### src/rtl/gb_register_file.sv
// Byte-organised CPU register file: byte/pair reads and writes,
// single-cycle pair inc/dec and a masked flag byte.
module gb_register_file #(
    parameter int WIDTH     = 8,
    parameter int NUM_PAIRS = 4,
    parameter int FLAG_PAIR = 3,
    parameter logic [WIDTH-1:0] FLAG_MASK = WIDTH'(8'hF0),
    parameter logic [2*WIDTH*NUM_PAIRS-1:0] RESET_VALUE =
        (2*WIDTH*NUM_PAIRS)'(64'h01B0_014D_00D8_0013),
    localparam int SW = $clog2(2*NUM_PAIRS),
    localparam int PW = $clog2(NUM_PAIRS)
) (
    input  logic               i_Clk,
    input  logic               i_nRst,
    input  logic               i_Enable,
    input  logic [SW-1:0]      i_RdSelA,
    input  logic [SW-1:0]      i_RdSelB,
    output logic [WIDTH-1:0]   o_RdA,
    output logic [WIDTH-1:0]   o_RdB,
    input  logic [PW-1:0]      i_RdSelPair,
    output logic [2*WIDTH-1:0] o_RdPair,
    output logic [WIDTH-1:0]   o_Flags,
    input  logic               i_Wr8,
    input  logic [SW-1:0]      i_WrSel8,
    input  logic [WIDTH-1:0]   i_WrData8,
    input  logic               i_WrPair,
    input  logic [PW-1:0]      i_WrSelPair,
    input  logic [2*WIDTH-1:0] i_WrDataPair,
    input  logic [1:0]         i_IncDec,
    input  logic [PW-1:0]      i_IncDecSel,
    input  logic               i_WrFlags,
    input  logic [WIDTH-1:0]   i_FlagData
);

    localparam int NB = 2*NUM_PAIRS;
    localparam int FB = 2*FLAG_PAIR + 1;

    logic [WIDTH-1:0]   regs_q [NB];
    logic [WIDTH-1:0]   regs_d [NB];
    logic [WIDTH-1:0]   rd_a, rd_b;
    logic [2*WIDTH-1:0] rd_pair;
    logic [2*WIDTH-1:0] id_cur, id_nxt;
    logic               id_act;

    function automatic logic [WIDTH-1:0] rst_byte(input int b);
        logic [WIDTH-1:0] v;
        v = RESET_VALUE[(b/2)*2*WIDTH + ((b%2 == 0) ? WIDTH : 0) +: WIDTH];
        if (b == FB) v = v & FLAG_MASK;
        return v;
    endfunction

    // Select loops make out-of-range selects read as zero.
    always_comb begin
        rd_a    = '0;
        rd_b    = '0;
        rd_pair = '0;
        id_cur  = '0;
        for (int b = 0; b < NB; b++) begin
            if (i_RdSelA == SW'(b)) rd_a = regs_q[b];
            if (i_RdSelB == SW'(b)) rd_b = regs_q[b];
        end
        for (int p = 0; p < NUM_PAIRS; p++) begin
            if (i_RdSelPair == PW'(p))
                rd_pair = {regs_q[2*p], regs_q[2*p+1]};
            if (i_IncDecSel == PW'(p))
                id_cur = {regs_q[2*p], regs_q[2*p+1]};
        end
    end

    assign id_act = i_IncDec[0] ^ i_IncDec[1];
    assign id_nxt = i_IncDec[0] ? id_cur + (2*WIDTH)'(1)
                                : id_cur - (2*WIDTH)'(1);

    // Lowest priority source first; later assignments win per byte.
    always_comb begin
        for (int b = 0; b < NB; b++) regs_d[b] = regs_q[b];
        if (i_WrFlags) regs_d[FB] = i_FlagData;
        for (int p = 0; p < NUM_PAIRS; p++)
            if (id_act && i_IncDecSel == PW'(p))
                {regs_d[2*p], regs_d[2*p+1]} = id_nxt;
        for (int b = 0; b < NB; b++)
            if (i_Wr8 && i_WrSel8 == SW'(b)) regs_d[b] = i_WrData8;
        for (int p = 0; p < NUM_PAIRS; p++)
            if (i_WrPair && i_WrSelPair == PW'(p))
                {regs_d[2*p], regs_d[2*p+1]} = i_WrDataPair;
        regs_d[FB] = regs_d[FB] & FLAG_MASK;
    end

    always_ff @(posedge i_Clk or negedge i_nRst) begin
        if (!i_nRst) begin
            for (int b = 0; b < NB; b++) regs_q[b] <= rst_byte(b);
        end else if (i_Enable) begin
            for (int b = 0; b < NB; b++) regs_q[b] <= regs_d[b];
        end
    end

    assign o_RdA    = rd_a;
    assign o_RdB    = rd_b;
    assign o_RdPair = rd_pair;
    assign o_Flags  = regs_q[FB];

endmodule

### config.mk
export PLATFORM = sky130hd
export DESIGN_NAME = gb_register_file
export DESIGN_NICKNAME = d
export VERILOG_FILES = /design/src/rtl/gb_register_file.sv
export SDC_FILE = /design/constraint.sdc
export NUM_CORES = 1
export LEC_CHECK = 0
export ABC_AREA = 1
export CAP_MARGIN = 20
export CORE_UTILIZATION = 45
export DETAILED_ROUTE_END_ITERATION = 7
export PLACE_DENSITY = 0.73
export SYNTH_ARGS = -nofsm -noshare
export SYNTH_HDL_FRONTEND = slang
export SYNTH_SLANG_ARGS = --single-unit
### constraint.sdc
create_clock -name i_Clk -period 3.9 [get_ports i_Clk]
set_input_delay 1.17 -clock i_Clk [delete_from_list [all_inputs] [get_ports i_Clk]]
set_output_delay 1.17 -clock i_Clk [all_outputs]
set_load 0.01 [all_outputs]
==> impl_metrics.py <==
metrics = {
    "global_routing": {
        "grt_remaining_overflow": 0,
        "grt_start_max_net_pins": 36,
        "grt_first_pass_wirelength_mm": 42.5,
        "track_usage_pct": 39.6,
        "grt_pass1_vias": 7723,
        "grt_antenna_before_repair": 0,
    },
    "critical_path": {
        "worstPathCellList": "dlygate4sd2_1 > inv_2 > nand3_2 > buf_6 > buf_4 > o22ai_1 > a21oi_1 > o21ai_0 > a21oi_1 > nand4_1 > dlygate4sd2_1",
        "critical_path_required_ns": 2.73,
        "slowest_stage": "dlygate4sd2_1",
        "timing.rr.start": "o_Flags[5]",
        "critPathTopFamily": "buffers and inverters",
        "start_kind": "input port",
        "r2r_slack_ns": 1.10,
        "cp.arrival_ns": 2.66,
        "cpPeakStageDelay_ns": 0.30,
        "path_max_fanout": 7,
        "worstReg2RegEnd": "regs_q[60]",
        "end_kind": "output port",
        "path_buf_inv": 5,
        "rr_worst_depth": 13,
        "path_class": "in -> out",
    },
    "outcome": {
        "status": "complete, no violations",
    },
    "power_and_ir_drop": {
        "p_per_area_nw_per_um2": 527,
        "leakage_nw": 4.33,
        "ir_worst_vdd_mv": 0.412,
    },
    "yosys": {
        "synthXorXnorAreaFrac_pct": 0.706,
        "yosysWarnings": 0,
        "synth_cell_type_count": 43,
        "syn_area_per_cell_sq_um": 6.07,
        "synthSimpleGateAreaFrac_pct": 29.2,
        "synth_ff_type": "dfrtp_1",
        "synthAdderAreaFrac_pct": 3.15,
        "synthArstFlopShare_pct": 100,
        "syn_area_sq_um": 6200,
        "ys_ff_latch": 60,
        "netlist_instances": 1022,
        "synth_edf_count": 0,
        "synth-compound-area-share_pct": 30.2,
        "seq_area_frac_synth_pct": 24.5,
        "synth_mux_area_share_pct": 0,
        "synth_top_family_by_area": "compound AO/OA/AOI/OAI gates",
    },
    "timing": {
        "hold_viol": 0,
        "final.setup.worst_slack_ns": 0.0690,
        "setup_viol": 0,
        "slew_headroom_pct": 41.6,
        "fin_crit_ns": 3.83,
        "timing.final.crit_share_pct": 98.2,
        "skew_ns": 0.0127,
        "fmax_ghz": 0.261,
        "tightest_slew_ns": 0.876,
        "setup_tns_ns": 0,
        "drv_slew": 0,
    },
    "placement": {
        "place.detailed.hpwl_mm": 21.9,
        "place_congestion": 0.982,
        "io_buffers": 86,
        "pre_cts_slack_ns": -0.507,
    },
    "die": {
        "die_area_sq_um": 14300,
        "die_x_um": 119,
        "core_area_sq_um": 13300,
        "initial_core_util_pct": 46.5,
        "io_pins": 95,
        "num_rows": 42,
        "die_h_um": 119,
    },
    "cells_and_area": {
        "drive_gt1_share_pct": 22.1,
        "final_cell_mix": "nand2_1, inv_1, buf_4",
        "fillers": 1293,
        "antenna_cells": 0,
        "final-seq-area_sq_um": 1520,
        "syn_to_final_growth_pct": 38.0,
        "final_common_cell": "nand2_1",
        "multi_input_area_sq_um": 4150,
        "layout.nets": 1291,
    },
    "clock_tree": {
        "clock_latency_ns": 0.35,
        "cts_sinks": 60,
        "ctsHoldBuffers": 0,
        "cts_tree": "done",
        "clk_pin_slew_ns": 0.06,
        "clock_path_buffers": 2,
        "cts_made_buffers": 9,
        "clockRootBuffer": "clkbuf_16",
        "htreeDepth": 3,
    },
    "flow_run": {
        "cap_violations": 0,
    },
    "drt": {
        "wl_per_cell_um": 20.0,
        "ant_nets": 0,
        "dr_total_vias": 8185,
        "dr.pass1.iters": 5,
        "via_per_inst": 5.84,
        "dr_wl_met2_mm": 12.5,
        "drc_errors": 0,
        "highest_layer": "met4",
        "met1_length_mm": 11.3,
        "drt_wl_total_mm": 28.0,
        "dr_wl_met3_mm": 2.72,
        "initialDrtViolationCount": 950,
    },
    "min_path": {
        "whs_path_depth": 2,
        "worstHoldEndpoint": "o_Flags[5]",
        "hp-start": "o_Flags[5]",
        "hold_path_class": "reg -> reg",
    },
}
-- logic make-up (layout without fill, tap and decap cells) --
family                   Yosys count  after routing
other                              1              4
AO/OA/AOI/OAI                    328            328
AND/OR/NAND/NOR                  426            426
flip-flops                        60             60
adder cells (fa/ha/maj)           15             15
XOR/XNOR                           5              5
buffers and inverters            187            388
-- what timing repair did --
action	in CTS	in global routing
gates cloned	0	1
pin swaps	5	13
setup buffers	3	11
resized for setup	95	64
endpoints found under the hold margin	0	0
setup endpoints to repair	47	70
-- power by group --
group          internal, W  switching (W)
registers         0.000897       0.000343
clock network     0.000432       0.000312
logic              0.00105        0.00148
-- flip-flops by register name, indices dropped and copies added, names as in the netlist --
name     count
regs_q      56
o_Flags      4
-- Yosys cell counts, types with 4 or more instances --
library cell | number | area share, %
a21oi_1 | 111 | 9.0
o22ai_1 | 41 | 4.1
inv_1 | 133 | 8.0
o21ai_0 | 94 | 7.6
nor2_2 | 7 | 0.71
o211ai_1 | 16 | 1.9
nand3b_1 | 7 | 0.85
nand4_1 | 5 | 0.50
a22oi_1 | 8 | 0.97
o21bai_1 | 4 | 0.48
nand2_2 | 6 | 0.61
o21ai_1 | 25 | 2.0
inv_2 | 16 | 0.97
a221oi_1 | 9 | 1.3
clkbuf_1 | 16 | 0.97
buf_2 | 8 | 0.65
nor3_1 | 9 | 0.73
a31oi_1 | 4 | 0.40
dfstp_2 | 16 | 6.8
o2111ai_1 | 6 | 0.85
dfrtp_1 | 44 | 18
buf_4 | 9 | 1.1
nand2_1 | 273 | 17
ha_1 | 14 | 2.8
nand3_1 | 77 | 6.2
nor2_1 | 36 | 2.2
-- worst register-to-register path: cells and delay by family, from the launching register on --
family | cells | cell delay (ns)
AOI/OAI and AO/OA | 5 | 0.89
buffers and inverters | 3 | 0.46
and+or+nand+nor | 4 | 0.42
DFF | 1 | 0.57
adders and majority gates | 1 | 0.34
-- layout make-up --
class                      count  share of cell area (%)
clock inverter                 5                   0.438
timing repair inverter         1                  0.0877
clock buffer                  11                    2.72
tap                          176                    2.57
multi-input combinational    778                    48.4
inverter                     153                    6.72
timing repair buffer         218                    21.3
sequential                    60                    17.8
-- per-stage QoR --
step                util (%)  cell area [sq um]  instances  hold WS [ns]  power [W]
floorplan                  -               6210       1025         0.457    0.00244
global placement        60.0               8000       1372         0.487    0.00361
detailed placement      60.0               8000       1372         0.487    0.00363
CTS                     62.3               8320       1390         0.496    0.00433
global route            64.1               8560       1402         0.518    0.00481
finish                  64.1               8560       1402         0.499    0.00452
-- worst max path at each step --
stage               cells past startpoint  slack (ns)           start      endpoint
detailed placement                     11       -0.51     i_RdSelB[0]      o_RdB[0]
global route                           12       -0.03     i_RdSelA[1]      o_RdA[0]
CTS                                     7      -0.008  i_RdSelPair[1]  o_RdPair[13]
floorplan                              18        0.46  i_IncDecSel[0]    regs_q[30]
global placement                       11       -0.50     i_RdSelB[0]      o_RdB[0]
finish                                 11        0.07     i_RdSelB[2]      o_RdB[7]
-- per-layer routing --
| metal | up-vias | track usage [%] |
|---|---|---|
| li1 | 3858 | - |
| met1 | 3772 | 52.3 |
| met2 | 451 | 62.3 |
| met3 | 104 | 5.84 |
| met4 | 0 | 21.0 |
| met5 | - | 0 |
Note: power is estimated with default switching activity, not from simulation.
